`src/rtl/id_ex_operand_stage_if.sv`:
```
// Signal bundle between the decode/forwarding side and the ID/EX operand stage.
// slave = stage view, master = driver/observer view.
interface id_ex_operand_stage_if #(
   parameter int unsigned XLEN  = 32,
   parameter int unsigned RADDR = 5
);
   logic             id_valid;
   logic [XLEN-1:0]  id_rs_data;
   logic [XLEN-1:0]  id_rt_data;
   logic [XLEN-1:0]  id_imm;
   logic [4:0]       id_shamt;
   logic [3:0]       id_alu_ctrl;
   logic             id_alusrc;
   logic             id_uses_rt;
   logic [RADDR-1:0] id_rs_addr;
   logic [RADDR-1:0] id_rt_addr;
   logic [RADDR-1:0] id_rd_addr;
   logic             id_regwrite;
   logic             id_memread;
   logic             id_memwrite;
   logic             id_memtoreg;
   logic             stall;
   logic             flush;
   logic             exm_regwrite;
   logic [RADDR-1:0] exm_rd;
   logic [XLEN-1:0]  exm_result;
   logic             mwb_regwrite;
   logic [RADDR-1:0] mwb_rd;
   logic [XLEN-1:0]  mwb_result;
   logic [XLEN-1:0]  alu_a;
   logic [XLEN-1:0]  alu_b;
   logic [4:0]       alu_shamt;
   logic [3:0]       alu_control;
   logic [XLEN-1:0]  ex_store_data;
   logic [RADDR-1:0] ex_rd;
   logic             ex_valid;
   logic             ex_regwrite;
   logic             ex_memread;
   logic             ex_memwrite;
   logic             ex_memtoreg;
   logic             load_use_stall;

   modport slave (
      input  id_valid, id_rs_data, id_rt_data, id_imm, id_shamt, id_alu_ctrl, id_alusrc,
             id_uses_rt, id_rs_addr, id_rt_addr, id_rd_addr, id_regwrite, id_memread,
             id_memwrite, id_memtoreg, stall, flush, exm_regwrite, exm_rd, exm_result,
             mwb_regwrite, mwb_rd, mwb_result,
      output alu_a, alu_b, alu_shamt, alu_control, ex_store_data, ex_rd, ex_valid,
             ex_regwrite, ex_memread, ex_memwrite, ex_memtoreg, load_use_stall
   );

   modport master (
      output id_valid, id_rs_data, id_rt_data, id_imm, id_shamt, id_alu_ctrl, id_alusrc,
             id_uses_rt, id_rs_addr, id_rt_addr, id_rd_addr, id_regwrite, id_memread,
             id_memwrite, id_memtoreg, stall, flush, exm_regwrite, exm_rd, exm_result,
             mwb_regwrite, mwb_rd, mwb_result,
      input  alu_a, alu_b, alu_shamt, alu_control, ex_store_data, ex_rd, ex_valid,
             ex_regwrite, ex_memread, ex_memwrite, ex_memtoreg, load_use_stall
   );
endinterface

```
`src/rtl/id_ex_operand_stage.sv`:
```
// ID/EX pipeline register with EX operand selection, forwarding and load-use detection.
// Define FORWARDING_EN to build the EX/MEM and MEM/WB forwarding muxes.
module id_ex_operand_stage #(
   parameter int unsigned XLEN  = 32,
   parameter int unsigned RADDR = 5
) (
   input logic                   clk,
   input logic                   rst_n,
   id_ex_operand_stage_if.slave  bus
);

   typedef struct packed {
      logic             valid;
      logic [XLEN-1:0]  rs_data;
      logic [XLEN-1:0]  rt_data;
      logic [XLEN-1:0]  imm;
      logic [4:0]       shamt;
      logic [3:0]       ctrl;
      logic             alusrc;
      logic [RADDR-1:0] rs_addr;
      logic [RADDR-1:0] rt_addr;
      logic [RADDR-1:0] rd;
      logic             regwrite;
      logic             memread;
      logic             memwrite;
      logic             memtoreg;
   } stage_t;

   stage_t          stage_q, stage_d;
   logic            load_use;
   logic [XLEN-1:0] rs_fwd, rt_fwd;

   // Decode slot reads the register an in-flight load has not yet produced.
   assign load_use = bus.id_valid & ~bus.flush & stage_q.valid & stage_q.memread &
                     (stage_q.rd != '0) &
                     ((stage_q.rd == bus.id_rs_addr) |
                      (bus.id_uses_rt & (stage_q.rd == bus.id_rt_addr)));

   always_comb begin
      stage_d = stage_q;
      if (bus.flush) begin
         stage_d = '0;
      end else if (bus.stall) begin
         stage_d = stage_q;
      end else if (load_use) begin
         stage_d = '0;
      end else begin
         stage_d.valid    = bus.id_valid;
         stage_d.rs_data  = bus.id_rs_data;
         stage_d.rt_data  = bus.id_rt_data;
         stage_d.imm      = bus.id_imm;
         stage_d.shamt    = bus.id_shamt;
         stage_d.ctrl     = bus.id_alu_ctrl;
         stage_d.alusrc   = bus.id_alusrc;
         stage_d.rs_addr  = bus.id_rs_addr;
         stage_d.rt_addr  = bus.id_rt_addr;
         stage_d.rd       = bus.id_rd_addr;
         stage_d.regwrite = bus.id_regwrite;
         stage_d.memread  = bus.id_memread;
         stage_d.memwrite = bus.id_memwrite;
         stage_d.memtoreg = bus.id_memtoreg;
      end
   end

   always_ff @(posedge clk or negedge rst_n) begin
      if (!rst_n) begin
         stage_q <= '0;
      end else begin
         stage_q <= stage_d;
      end
   end

`ifdef FORWARDING_EN
   // EX/MEM is younger than MEM/WB, so it takes priority; r0 is never forwarded.
   always_comb begin
      rs_fwd = stage_q.rs_data;
      if (bus.exm_regwrite && (bus.exm_rd != '0) && (bus.exm_rd == stage_q.rs_addr)) begin
         rs_fwd = bus.exm_result;
      end else if (bus.mwb_regwrite && (bus.mwb_rd != '0) &&
                   (bus.mwb_rd == stage_q.rs_addr)) begin
         rs_fwd = bus.mwb_result;
      end
   end

   always_comb begin
      rt_fwd = stage_q.rt_data;
      if (bus.exm_regwrite && (bus.exm_rd != '0) && (bus.exm_rd == stage_q.rt_addr)) begin
         rt_fwd = bus.exm_result;
      end else if (bus.mwb_regwrite && (bus.mwb_rd != '0) &&
                   (bus.mwb_rd == stage_q.rt_addr)) begin
         rt_fwd = bus.mwb_result;
      end
   end
`else
   assign rs_fwd = stage_q.rs_data;
   assign rt_fwd = stage_q.rt_data;

   logic unused_fwd;
   assign unused_fwd = ^{bus.exm_regwrite, bus.exm_rd, bus.exm_result, bus.mwb_regwrite,
                         bus.mwb_rd, bus.mwb_result, stage_q.rs_addr, stage_q.rt_addr};
`endif

   assign bus.alu_a          = rs_fwd;
   assign bus.alu_b          = stage_q.alusrc ? stage_q.imm : rt_fwd;
   assign bus.ex_store_data  = rt_fwd;
   assign bus.alu_shamt      = stage_q.shamt;
   assign bus.alu_control    = stage_q.ctrl;
   assign bus.ex_rd          = stage_q.rd;
   assign bus.ex_valid       = stage_q.valid;
   assign bus.ex_regwrite    = stage_q.regwrite;
   assign bus.ex_memread     = stage_q.memread;
   assign bus.ex_memwrite    = stage_q.memwrite;
   assign bus.ex_memtoreg    = stage_q.memtoreg;
   assign bus.load_use_stall = load_use;

endmodule

```
`src/flat_wrapper.sv`:
```
// flat-port wrapper written by rule: the top's interface ports become plain ports
module id_ex_operand_stage_flat 
#(
   parameter int unsigned XLEN  = 32,
   parameter int unsigned RADDR = 5
)
  (clk, rst_n, bus_id_valid, bus_id_rs_data, bus_id_rt_data, bus_id_imm, bus_id_shamt, bus_id_alu_ctrl, bus_id_alusrc, bus_id_uses_rt, bus_id_rs_addr, bus_id_rt_addr, bus_id_rd_addr, bus_id_regwrite, bus_id_memread, bus_id_memwrite, bus_id_memtoreg, bus_stall, bus_flush, bus_exm_regwrite, bus_exm_rd, bus_exm_result, bus_mwb_regwrite, bus_mwb_rd, bus_mwb_result, bus_alu_a, bus_alu_b, bus_alu_shamt, bus_alu_control, bus_ex_store_data, bus_ex_rd, bus_ex_valid, bus_ex_regwrite, bus_ex_memread, bus_ex_memwrite, bus_ex_memtoreg, bus_load_use_stall);
  id_ex_operand_stage_if #(.XLEN(XLEN), .RADDR(RADDR)) bus_i ();
  input logic clk;
  input logic rst_n;
  input wire logic [$bits(bus_i.id_valid)-1:0] bus_id_valid;
  input wire logic [$bits(bus_i.id_rs_data)-1:0] bus_id_rs_data;
  input wire logic [$bits(bus_i.id_rt_data)-1:0] bus_id_rt_data;
  input wire logic [$bits(bus_i.id_imm)-1:0] bus_id_imm;
  input wire logic [$bits(bus_i.id_shamt)-1:0] bus_id_shamt;
  input wire logic [$bits(bus_i.id_alu_ctrl)-1:0] bus_id_alu_ctrl;
  input wire logic [$bits(bus_i.id_alusrc)-1:0] bus_id_alusrc;
  input wire logic [$bits(bus_i.id_uses_rt)-1:0] bus_id_uses_rt;
  input wire logic [$bits(bus_i.id_rs_addr)-1:0] bus_id_rs_addr;
  input wire logic [$bits(bus_i.id_rt_addr)-1:0] bus_id_rt_addr;
  input wire logic [$bits(bus_i.id_rd_addr)-1:0] bus_id_rd_addr;
  input wire logic [$bits(bus_i.id_regwrite)-1:0] bus_id_regwrite;
  input wire logic [$bits(bus_i.id_memread)-1:0] bus_id_memread;
  input wire logic [$bits(bus_i.id_memwrite)-1:0] bus_id_memwrite;
  input wire logic [$bits(bus_i.id_memtoreg)-1:0] bus_id_memtoreg;
  input wire logic [$bits(bus_i.stall)-1:0] bus_stall;
  input wire logic [$bits(bus_i.flush)-1:0] bus_flush;
  input wire logic [$bits(bus_i.exm_regwrite)-1:0] bus_exm_regwrite;
  input wire logic [$bits(bus_i.exm_rd)-1:0] bus_exm_rd;
  input wire logic [$bits(bus_i.exm_result)-1:0] bus_exm_result;
  input wire logic [$bits(bus_i.mwb_regwrite)-1:0] bus_mwb_regwrite;
  input wire logic [$bits(bus_i.mwb_rd)-1:0] bus_mwb_rd;
  input wire logic [$bits(bus_i.mwb_result)-1:0] bus_mwb_result;
  output wire logic [$bits(bus_i.alu_a)-1:0] bus_alu_a;
  output wire logic [$bits(bus_i.alu_b)-1:0] bus_alu_b;
  output wire logic [$bits(bus_i.alu_shamt)-1:0] bus_alu_shamt;
  output wire logic [$bits(bus_i.alu_control)-1:0] bus_alu_control;
  output wire logic [$bits(bus_i.ex_store_data)-1:0] bus_ex_store_data;
  output wire logic [$bits(bus_i.ex_rd)-1:0] bus_ex_rd;
  output wire logic [$bits(bus_i.ex_valid)-1:0] bus_ex_valid;
  output wire logic [$bits(bus_i.ex_regwrite)-1:0] bus_ex_regwrite;
  output wire logic [$bits(bus_i.ex_memread)-1:0] bus_ex_memread;
  output wire logic [$bits(bus_i.ex_memwrite)-1:0] bus_ex_memwrite;
  output wire logic [$bits(bus_i.ex_memtoreg)-1:0] bus_ex_memtoreg;
  output wire logic [$bits(bus_i.load_use_stall)-1:0] bus_load_use_stall;
  assign bus_i.id_valid = bus_id_valid;
  assign bus_i.id_rs_data = bus_id_rs_data;
  assign bus_i.id_rt_data = bus_id_rt_data;
  assign bus_i.id_imm = bus_id_imm;
  assign bus_i.id_shamt = bus_id_shamt;
  assign bus_i.id_alu_ctrl = bus_id_alu_ctrl;
  assign bus_i.id_alusrc = bus_id_alusrc;
  assign bus_i.id_uses_rt = bus_id_uses_rt;
  assign bus_i.id_rs_addr = bus_id_rs_addr;
  assign bus_i.id_rt_addr = bus_id_rt_addr;
  assign bus_i.id_rd_addr = bus_id_rd_addr;
  assign bus_i.id_regwrite = bus_id_regwrite;
  assign bus_i.id_memread = bus_id_memread;
  assign bus_i.id_memwrite = bus_id_memwrite;
  assign bus_i.id_memtoreg = bus_id_memtoreg;
  assign bus_i.stall = bus_stall;
  assign bus_i.flush = bus_flush;
  assign bus_i.exm_regwrite = bus_exm_regwrite;
  assign bus_i.exm_rd = bus_exm_rd;
  assign bus_i.exm_result = bus_exm_result;
  assign bus_i.mwb_regwrite = bus_mwb_regwrite;
  assign bus_i.mwb_rd = bus_mwb_rd;
  assign bus_i.mwb_result = bus_mwb_result;
  assign bus_alu_a = bus_i.alu_a;
  assign bus_alu_b = bus_i.alu_b;
  assign bus_alu_shamt = bus_i.alu_shamt;
  assign bus_alu_control = bus_i.alu_control;
  assign bus_ex_store_data = bus_i.ex_store_data;
  assign bus_ex_rd = bus_i.ex_rd;
  assign bus_ex_valid = bus_i.ex_valid;
  assign bus_ex_regwrite = bus_i.ex_regwrite;
  assign bus_ex_memread = bus_i.ex_memread;
  assign bus_ex_memwrite = bus_i.ex_memwrite;
  assign bus_ex_memtoreg = bus_i.ex_memtoreg;
  assign bus_load_use_stall = bus_i.load_use_stall;
  id_ex_operand_stage #(.XLEN(XLEN), .RADDR(RADDR)) u_core (.clk(clk), .rst_n(rst_n), .bus(bus_i));
endmodule
```
`config.mk`:
```
export PLATFORM = sky130hd
export DESIGN_NAME = id_ex_operand_stage_flat
export DESIGN_NICKNAME = d
export VERILOG_FILES = /design/src/rtl/id_ex_operand_stage_if.sv /design/src/rtl/id_ex_operand_stage.sv /design/src/flat_wrapper.sv
export SDC_FILE = /design/constraint.sdc
export NUM_CORES = 1
export LEC_CHECK = 0
export BUFFER_PORTS_ARGS = -buffer_cell sky130_fd_sc_hd__buf_2
export CAP_MARGIN = 20
export CORE_MARGIN = 2
export CORE_UTILIZATION = 44
export CTS_CLUSTER_DIAMETER = 100
export DETAILED_ROUTE_END_ITERATION = 8
export GPL_ROUTABILITY_DRIVEN = 0
export PLACE_DENSITY = 0.85
export SLEW_MARGIN = 20
export SYNTH_ARGS = -nofsm -noshare
export SYNTH_HDL_FRONTEND = slang
export SYNTH_SLANG_ARGS = --single-unit
```
`constraint.sdc`:
```
create_clock -name clk -period 1.65 [get_ports clk]
set_input_delay 0.4125 -clock clk [delete_from_list [all_inputs] [get_ports clk]]
set_output_delay 0.4125 -clock clk [all_outputs]
set_load 0.05 [all_outputs]
```
Word-level counts from Yosys, hierarchy flattened
Index checks and enable logic that the tools add are counted.

Add/subtract/negate cells: 0. $mul: 0. Divide/modulo/power cells: 0. $lt $le $gt $ge: 0. Equality and inequality tests: 3. Shifts and indexed selects: 0. Muxes and demuxes: 4. Bitwise logic cells: 8. Reductions and logical operators: 1.

Operators with widths (number): two-way mux 126 bit (3); two-way mux 32 bit (1); == test 5 bit (2); AND 1 bit (6); nonzero test 5 bit (1); != test 2 x 1 -> 1 bit (second input constant) (1); NOT 1 bit (1); OR 1 bit (1).

Bits in registers: 116. Bits in latches: 0. Memory bits (writable): 0. Bits in read-only memories: 0. Input bits: 207. Output and inout bits: 116. Logic and storage cells: 28. Memories kept: 0.

Longest topological paths before layout
Gate-level depths: netlist (run 1).

Depth in word-level cells: 9. Gate-level depth with buffers: 6. Depth with buffers taken out: 4.

Least setup slack after synthesis (run 1)
No wires, ideal clock.

Path kind: reg2out. Start point: register u_core.stage_q (netlist bit u_core.bus.ex_memread). End point: output bus_load_use_stall. Data arrival time: 1824 ps. Data required time: 1237 ps. Path slack: -587 ps. Cell stages (with the launch flop): 5. Cell sequence: dfrtp_1 and4b_1 o21ai_2 buf_6 nor2b_1.

Longest elaborated chain between the ends: 3.

Ends and longest elaborated chain: start, declared (RTL line id_ex_operand_stage.sv:29) `stage_t stage_q, stage_d;`; start signal, assigned (RTL line id_ex_operand_stage.sv:69) `stage_q <= stage_d;`; AND 1 bit (2 in series) (RTL line id_ex_operand_stage.sv:34) `assign load_use = bus.id_valid & ~bus.flush & stage_q.valid & stage_q.memread &`; AND 1 bit (RTL line id_ex_operand_stage.sv:35) `(stage_q.rd != '0) &`; end, declared (RTL line flat_wrapper.sv:45) `output wire logic [$bits(bus_i.load_use_stall)-1:0] bus_load_use_stall;`.

Every way passes these cells.

Worst setup path in the final report (run 1)
Start point: register u_core.stage_q (netlist bit u_core.bus.ex_rd[0]). End point: output bus_load_use_stall.

Longest elaborated chain between the ends: 4. Elaborated cells on any way between the ends: 7. Classes of those cells: 2 x eq/ne; 4 x bitwise; 1 x reduce/logical.

Ends and longest elaborated chain: == test 5 bit (RTL line id_ex_operand_stage.sv:37) `(bus.id_uses_rt & (stage_q.rd == bus.id_rt_addr)));`; AND 1 bit (RTL line id_ex_operand_stage.sv:37); OR 1 bit (RTL line id_ex_operand_stage.sv:36) `((stage_q.rd == bus.id_rs_addr) |`; AND 1 bit (*) (RTL line id_ex_operand_stage.sv:35).

Mark *: on every way between the ends. The rest lies on a longest branch, timed or not.

==> results of run 1 <==
[power by group through the flow]
stage	combinational, mW	sequential (mW)	clock, mW
final	3.43	3.36	3.51
after global routing	3.60	3.38	3.70
after CTS	3.29	3.33	3.53
after detailed placement	2.86	3.37	0
after global placement	2.82	3.37	0
after floorplan	2.29	3.35	0
[cell families (layout without fill, tap and decap cells)]
family / count (synthesis) / in the layout / share of synthesized area, %
XOR/XNOR: 10 / 10 / 1.186
AO/OA/AOI/OAI: 234 / 234 / 23.34
AND/OR/NAND/NOR: 172 / 172 / 14.87
flip-flops: 116 / 116 / 39.30
multiplexers: 32 / 32 / 4.879
buffers and inverters: 237 / 420 / 16.42
[routing by layer]
layer | share of wire (%) | GRT usage [%]
met1 | 38 | 32.87
met2 | 50 | 42.12
met3 | 9.5 | 8.447
met4 | 2.3 | 9.870
met5 | 0 | 0
[through the flow]
| step | power [mW] | cells | TNS [ps] | setup WS [ps] |
|---|---|---|---|---|
| floorplan | 5.645 | 801 | -621.1 | -160.9 |
| global placement | 6.184 | 1143 | -18940 | -213.4 |
| detailed placement | 6.229 | 1143 | -21100 | -236.0 |
| CTS | 10.16 | 1194 | -42990 | -565.6 |
| global route | 10.68 | 1204 | -58260 | -612.1 |
| finish | 10.30 | 1204 | -47640 | -527.1 |
[layout by cell type, fill, tap and decap left out, drive strengths merged, types with 2 or more instances in the layout]
cell type and instances:
nand2 49, clkinv 2, inv 70, a22oi 46, buf 314, a32oi 69, o21ai 71, mux2 32
nor2b 2, nor3b 115, bufbuf 2, dfrtp 116, xnor2 10, o221ai 46, clkbuf 29
[tightest hold or removal path, stage by stage]
cell and delay [ps]:
buf_2 120, nand2_1 60, o21ai_1 60
[worst max path at each step]
stage / start / to / slack [ps] / cells past startpoint
global placement: u_core.bus.ex_rd[3] / u_core.bus.alu_a[30] / -210 / 6
CTS: u_core.bus.ex_rd[0] / bus_load_use_stall / -570 / 4
finish: u_core.bus.ex_rd[0] / bus_load_use_stall / -530 / 4
detailed placement: bus_id_rt_addr[4] / bus_load_use_stall / -240 / 6
global route: u_core.bus.ex_rd[3] / bus_load_use_stall / -610 / 6
floorplan: u_core.bus.ex_rd[0] / bus_load_use_stall / -160 / 4
[area by class of cell]
class | count | area [µm²]
fill | 1271 | 6427
multi-input combinational | 448 | 3468
sequential | 116 | 2909
timing repair buffer | 320 | 2635
clock buffer | 26 | 499.2
tap | 220 | 275.3
inverter | 70 | 262.8
clock inverter | 4 | 47.55
[flip-flops by register name, indices dropped and copies added (netlist names), 4 cells and up]
signal	count
u_core.bus.alu_a	32
u_core.bus.ex_store_data	32
u_core.stage_q	33
u_core.bus.alu_shamt	5
u_core.bus.ex_rd	5
u_core.bus.alu_control	4
[repair_timing]
| action | 4_1_cts | 5_1_grt |
|---|---|---|
| pin swaps | 18 | 17 |
| hold buffers | 1 | 0 |
| buffers inserted | 10 | 10 |
| setup endpoints to repair | 150 | 152 |
| hold endpoints to repair | 14 | 0 |
| gates resized for setup | 120 | 102 |
| cloned | 10 | 3 |
==> results.json, run 1 <==
{
  "cp_top_family": "simple AND/OR/NAND/NOR gates",
  "syn_area_per_cell_um2": 9.221,
  "synth_area_leaders": "dfrtp_1 39%, nor3b_1 12%, buf_4 8.2%",
  "worstSetupStartpointType": "flop",
  "cp.required_ps": 1240,
  "area_delta_synth_final_pct": 36.71,
  "grt_pass1_wl_um": 37210,
  "die-area_um2": 17840,
  "start_util_pct": 44.70,
  "antenna_found_initial": 0,
  "critical_path_arrival_ps": 1760,
  "p_leak_nw": 4.591,
  "finalCriticalPeriod_ps": 2177,
  "antenna_left": 0,
  "path_max_fanout": 4,
  "ir_drop_mv": 1.028,
  "drive_gt1_share_pct": 39.94,
  "pin_count": 323,
  "status": "finished, violations left",
  "slew_viol_final": 0,
  "clock-sinks": 116,
  "tritoncts": "done",
  "clockBufferDepth": 2,
  "r2r-end": "u_core.bus.alu_a[4]",
  "p_per_area_nw_per_um2": 1020,
  "clkLatencyLatePin_ps": 410,
  "worstMarginPinSlew_ps": 554.4,
  "placed_area_um2": 8464,
  "fmaxAchievable_mhz": 459.3,
  "worst-path-buf-inv": 1,
  "power.share.switching_pct": 36.21,
  "yosysTopAreaCell": "dfrtp_1",
  "drt-wirelength-per-cell_um": 20.32,
  "num_rows": 47,
  "overflow": 0,
  "max_stage_delay_ps": 560,
  "min_to": "u_core.bus.ex_valid",
  "die_width_um": 133.6,
  "utilization_pct": 61.10,
  "seq_area_frac_synth_pct": 39.30,
  "syn-num-nets": 1008,
  "drtIter0Drc": 642,
  "num_vias": 7160,
  "syn_inst": 801,
  "r2r_cells": 9,
  "p_seq_share_pct": 32.6,
  "netlist-cell-type-count": 26,
  "die-height_um": 133.6,
  "clk_pin_slew_worst_paths_ps": 50,
  "htree_levels": 4,
  "design_area_um2": 10100,
  "firstDrtPassIters": 5,
  "grt_pass1_vias": 7048,
  "failed_checks": "negative setup slack",
  "yosysTopAreaCellShare_pct": 39.30,
  "core_um2": 16520,
  "setup_slack_ps": -527.1,
  "fin_skew_ps": 11.97,
  "portBuffers": 246,
  "combPwrFrac_pct": 33.4,
  "end_kind": "output port",
  "synthFlopType": "dfrtp_1",
  "async_flop_share_pct": 100.0,
  "vias_per_cell": 5.947,
  "syn_area_um2": 7386,
  "final_nets": 1180,
  "yosysWarnings": 0,
  "ff2ff_setup_slack_ps": -380,
  "hold_class": "input pin to flop",
  "synth-seq-cells": 116,
  "synth-edff-count": 0,
  "drc": 0,
  "hold_viol_final": 0,
  "numCtsBuffers": 17,
  "timing.rr.start": "u_core.bus.ex_rd[0]",
  "slew_headroom_pct": 63.04,
  "setup_viol": 149,
  "netlist_top_cells_count": "116 x dfrtp_1, 115 x nor3b_1, 81 x buf_4, 70 x o21ai_0",
  "cp_cell_sequence": "or4_4 > o21ai_4 > nor2b_4 > buf_6",
  "fin_crit_sh_pct": 131.9,
  "clkPwrFrac_pct": 34.0,
  "cts_root_buf": "clkbuf_16",
  "synth.most_common_cell": "dfrtp_1",
  "path_class": "flop to output port",
  "grt_max_degree": 66,
  "switchingPower_mw": 3.729,
  "totalWireLength_um": 24460,
  "place_hpwl_um": 13730,
  "min_from": "bus_id_valid",
  "diodes": 0,
  "cp_slowest_cell": "or4_4",
  "worstHoldPathCells": 3,
  "whs_ps": 277.3,
  "p_int_mw": 6.570,
  "rsz0062_at_grt": "yes",
  "cap_violations": 0,
  "grtUsageTotal_pct": 26.16
}
(Power assumes the default switching activity.)
==> inputs of run 2 (changes only) <==
--- a/config.mk
+++ b/config.mk
@@ -8,11 +8,11 @@
 export BUFFER_PORTS_ARGS = -buffer_cell sky130_fd_sc_hd__buf_2
 export CAP_MARGIN = 20
 export CORE_MARGIN = 2
-export CORE_UTILIZATION = 44
+export CORE_UTILIZATION = 49
 export CTS_CLUSTER_DIAMETER = 100
 export DETAILED_ROUTE_END_ITERATION = 8
 export GPL_ROUTABILITY_DRIVEN = 0
-export PLACE_DENSITY = 0.85
+export PLACE_DENSITY = 0.89
 export SLEW_MARGIN = 20
 export SYNTH_ARGS = -nofsm -noshare
 export SYNTH_HDL_FRONTEND = slang
==> constraint.sdc (replaced) <==
create_clock -name clk -period 2.45 [get_ports clk]
set_input_delay 0.6125 -clock clk [delete_from_list [all_inputs] [get_ports clk]]
set_output_delay 0.6125 -clock clk [all_outputs]
set_load 0.05 [all_outputs]
==> run 2 against run 1 <==
The flow now finishes without violations. First-iteration DRC count decreased by 23%. Final cell count decreased by 7.7%. Clock power decreased by 28%. Register-to-register slack improved by 690 ps. Worst hold slack improved by 31 ps. Final area decreased by 13%. Setup slack improved by 570 ps. Global-route usage decreased by 1.5 points. Via count decreased by 7.2%. Flip-flop and latch count unchanged. Total power decreased by 35%. Utilization decreased by 1.4 points.
==> results.json, run 2 (synthesized netlist as in run 1, its figures left out) <==
{
  "numCtsBuffers": 17,
  "drt-wirelength-per-cell_um": 18.18,
  "end_kind": "output port",
  "finalCriticalPeriod_ps": 2404,
  "die-height_um": 126.8,
  "fin_setup_tns_ps": 0,
  "cp_cell_sequence": "or4_4 > o21ai_4 > nor2b_4 > buf_6",
  "final_cell_mix": "242 x buf_2, 115 x nor3b_1, 112 x dfrtp_1, 70 x o21ai_0",
  "drive_gt1_share_pct": 35.96,
  "antenna_left": 0,
  "n_fill_cell": 1251,
  "firstDrtPassIters": 5,
  "antenna_found_initial": 1,
  "drtIter0Drc": 493,
  "largest_reg_flops": 33,
  "overflow": 0,
  "use_met1_pct": 32.98,
  "place_hpwl_um": 12160,
  "clk_pin_slew_worst_paths_ps": 50,
  "grt_max_degree": 117,
  "p_leak_nw": 3.926,
  "htree_levels": 4,
  "fmaxAchievable_mhz": 416.0,
  "die-area_um2": 16070,
  "max_stage_delay_ps": 550,
  "grt_pass1_wl_um": 32240,
  "start_util_pct": 50.44,
  "num_rows": 44,
  "worstSetupStartpointType": "flop",
  "grt_pass1_vias": 6165,
  "pre_cts_ws_ps": 190.0,
  "final_nets": 1122,
  "setup_slack_ps": 46.43,
  "setup_viol": 0,
  "status": "complete, no violations",
  "gr-usage-met2_pct": 38.41,
  "critical_path_arrival_ps": 1790,
  "clockBufferDepth": 2,
  "use_met3_pct": 6.959,
  "hold_viol_final": 0,
  "cp.required_ps": 1840,
  "drc": 0,
  "area_delta_synth_final_pct": 18.47,
  "ir_drop_mv": 0.4082,
  "busiest_layer": "met2",
  "vias_per_cell": 5.983,
  "slew_viol_final": 0,
  "fin_skew_ps": 8.367,
  "rsz0062_at_grt": "yes",
  "clock-sinks": 116,
  "cts_root_buf": "clkbuf_16",
  "tritoncts": "done",
  "cp_slowest_cell": "or4_4",
  "clkLatencyLatePin_ps": 400,
  "path_class": "flop to output port",
  "grtUsageTotal_pct": 24.62,
  "cap_violations": 0,
  "worst-path-buf-inv": 1,
  "slew_headroom_pct": 24.38,
  "portBuffers": 246,
  "worstMarginPinSlew_ps": 1132,
  "core_um2": 14640,
  "top_register": "u_core.stage_q",
  "cp_top_family": "simple AND/OR/NAND/NOR gates",
  "totalWireLength_um": 20200,
  "path_max_fanout": 5,
  "num_vias": 6647,
  "hold_class": "input pin to async pin",
  "p_per_area_nw_per_um2": 759.7,
  "die_width_um": 126.8,
  "final_common_cell": "buf_2",
  "cts-hold-fix-buffers": 0,
  "pin_count": 323,
  "fin_crit_sh_pct": 98.10
}
==> run 2: metrics by stage <==
| stage | cell area, µm² | total power [mW] | util, % | instances | hold slack [ps] |
|---|---|---|---|---|---|
| global route | 8747 | 6.935 | 59.73 | 1110 | 347.2 |
| finish | 8750 | 6.647 | 59.75 | 1111 | 307.9 |
| floorplan | 7388 | 3.793 | - | 801 | 316.9 |
| global placement | 8110 | 4.108 | 55.38 | 1079 | 491.4 |
| detailed placement | 8110 | 4.137 | 55.38 | 1079 | 497.5 |
| CTS | 8721 | 6.686 | 59.55 | 1110 | 318.4 |
==> run 2: worst paths after layout <==
path / from / end / slack [ps] / cells past startpoint
max: u_core.bus.ex_rd[4] / bus_load_use_stall / 50 / 4
min: rst_n / u_core.bus.alu_shamt[1] / 310 / 2
max reg2reg: u_core.bus.ex_rd[4] / u_core.bus.ex_store_data[5] / 310 / 6
min reg2reg: u_core.bus.alu_a[8] / u_core.bus.alu_a[8] / 510 / 2
max in group asynchronous: rst_n / u_core.bus.ex_rd[4] / 1650 / 2
min in group clk: bus_id_valid / u_core.bus.ex_valid / 480 / 3
==> run 2: report_power, final <==
part	switching (mW)	internal [mW]
sequential	0.136	2.11
clock	0.829	1.70
combinational	1.36	0.513
total	2.33	4.32
==> run 2: area by class of cell <==
cell class              count  area, µm²  share of cell area, %
multi-input cells         448       3333                  38.10
flip-flops and latches    116       2908                  33.23
repair buffers            262       1419                  16.22
clock buffers              26      499.2                  5.706
inverters                  70      262.8                  3.003
well taps                 184      230.2                  2.631
clock inverters             4      95.09                  1.087
diodes                      1      2.502                0.02860
==> run 2: routing by layer <==
layer | share of wire (%) | wire length [µm] | vias up
met5 | 0 | 0 | -
met4 | 1.8 | 369 | 0
met3 | 8.4 | 1694 | 26
met2 | 48 | 9747 | 306
met1 | 42 | 8384 | 3220
li1 | - | - | 3095
==> run 2: worst register-to-register path: cells and delay by family, from the launching register on <==
family,cells,cell delay (ps)
DFF,1,440
AOI/OAI and AO/OA,3,520
buffers and inverters,2,550
and+or+nand+nor,1,550
==> run 2: timing repair <==
action / 4_1_cts / 5_1_grt
setup buffers: 1 / 0
pin swaps: 1 / 4
resized for setup: 4 / 6
setup endpoints to repair: 1 / 1
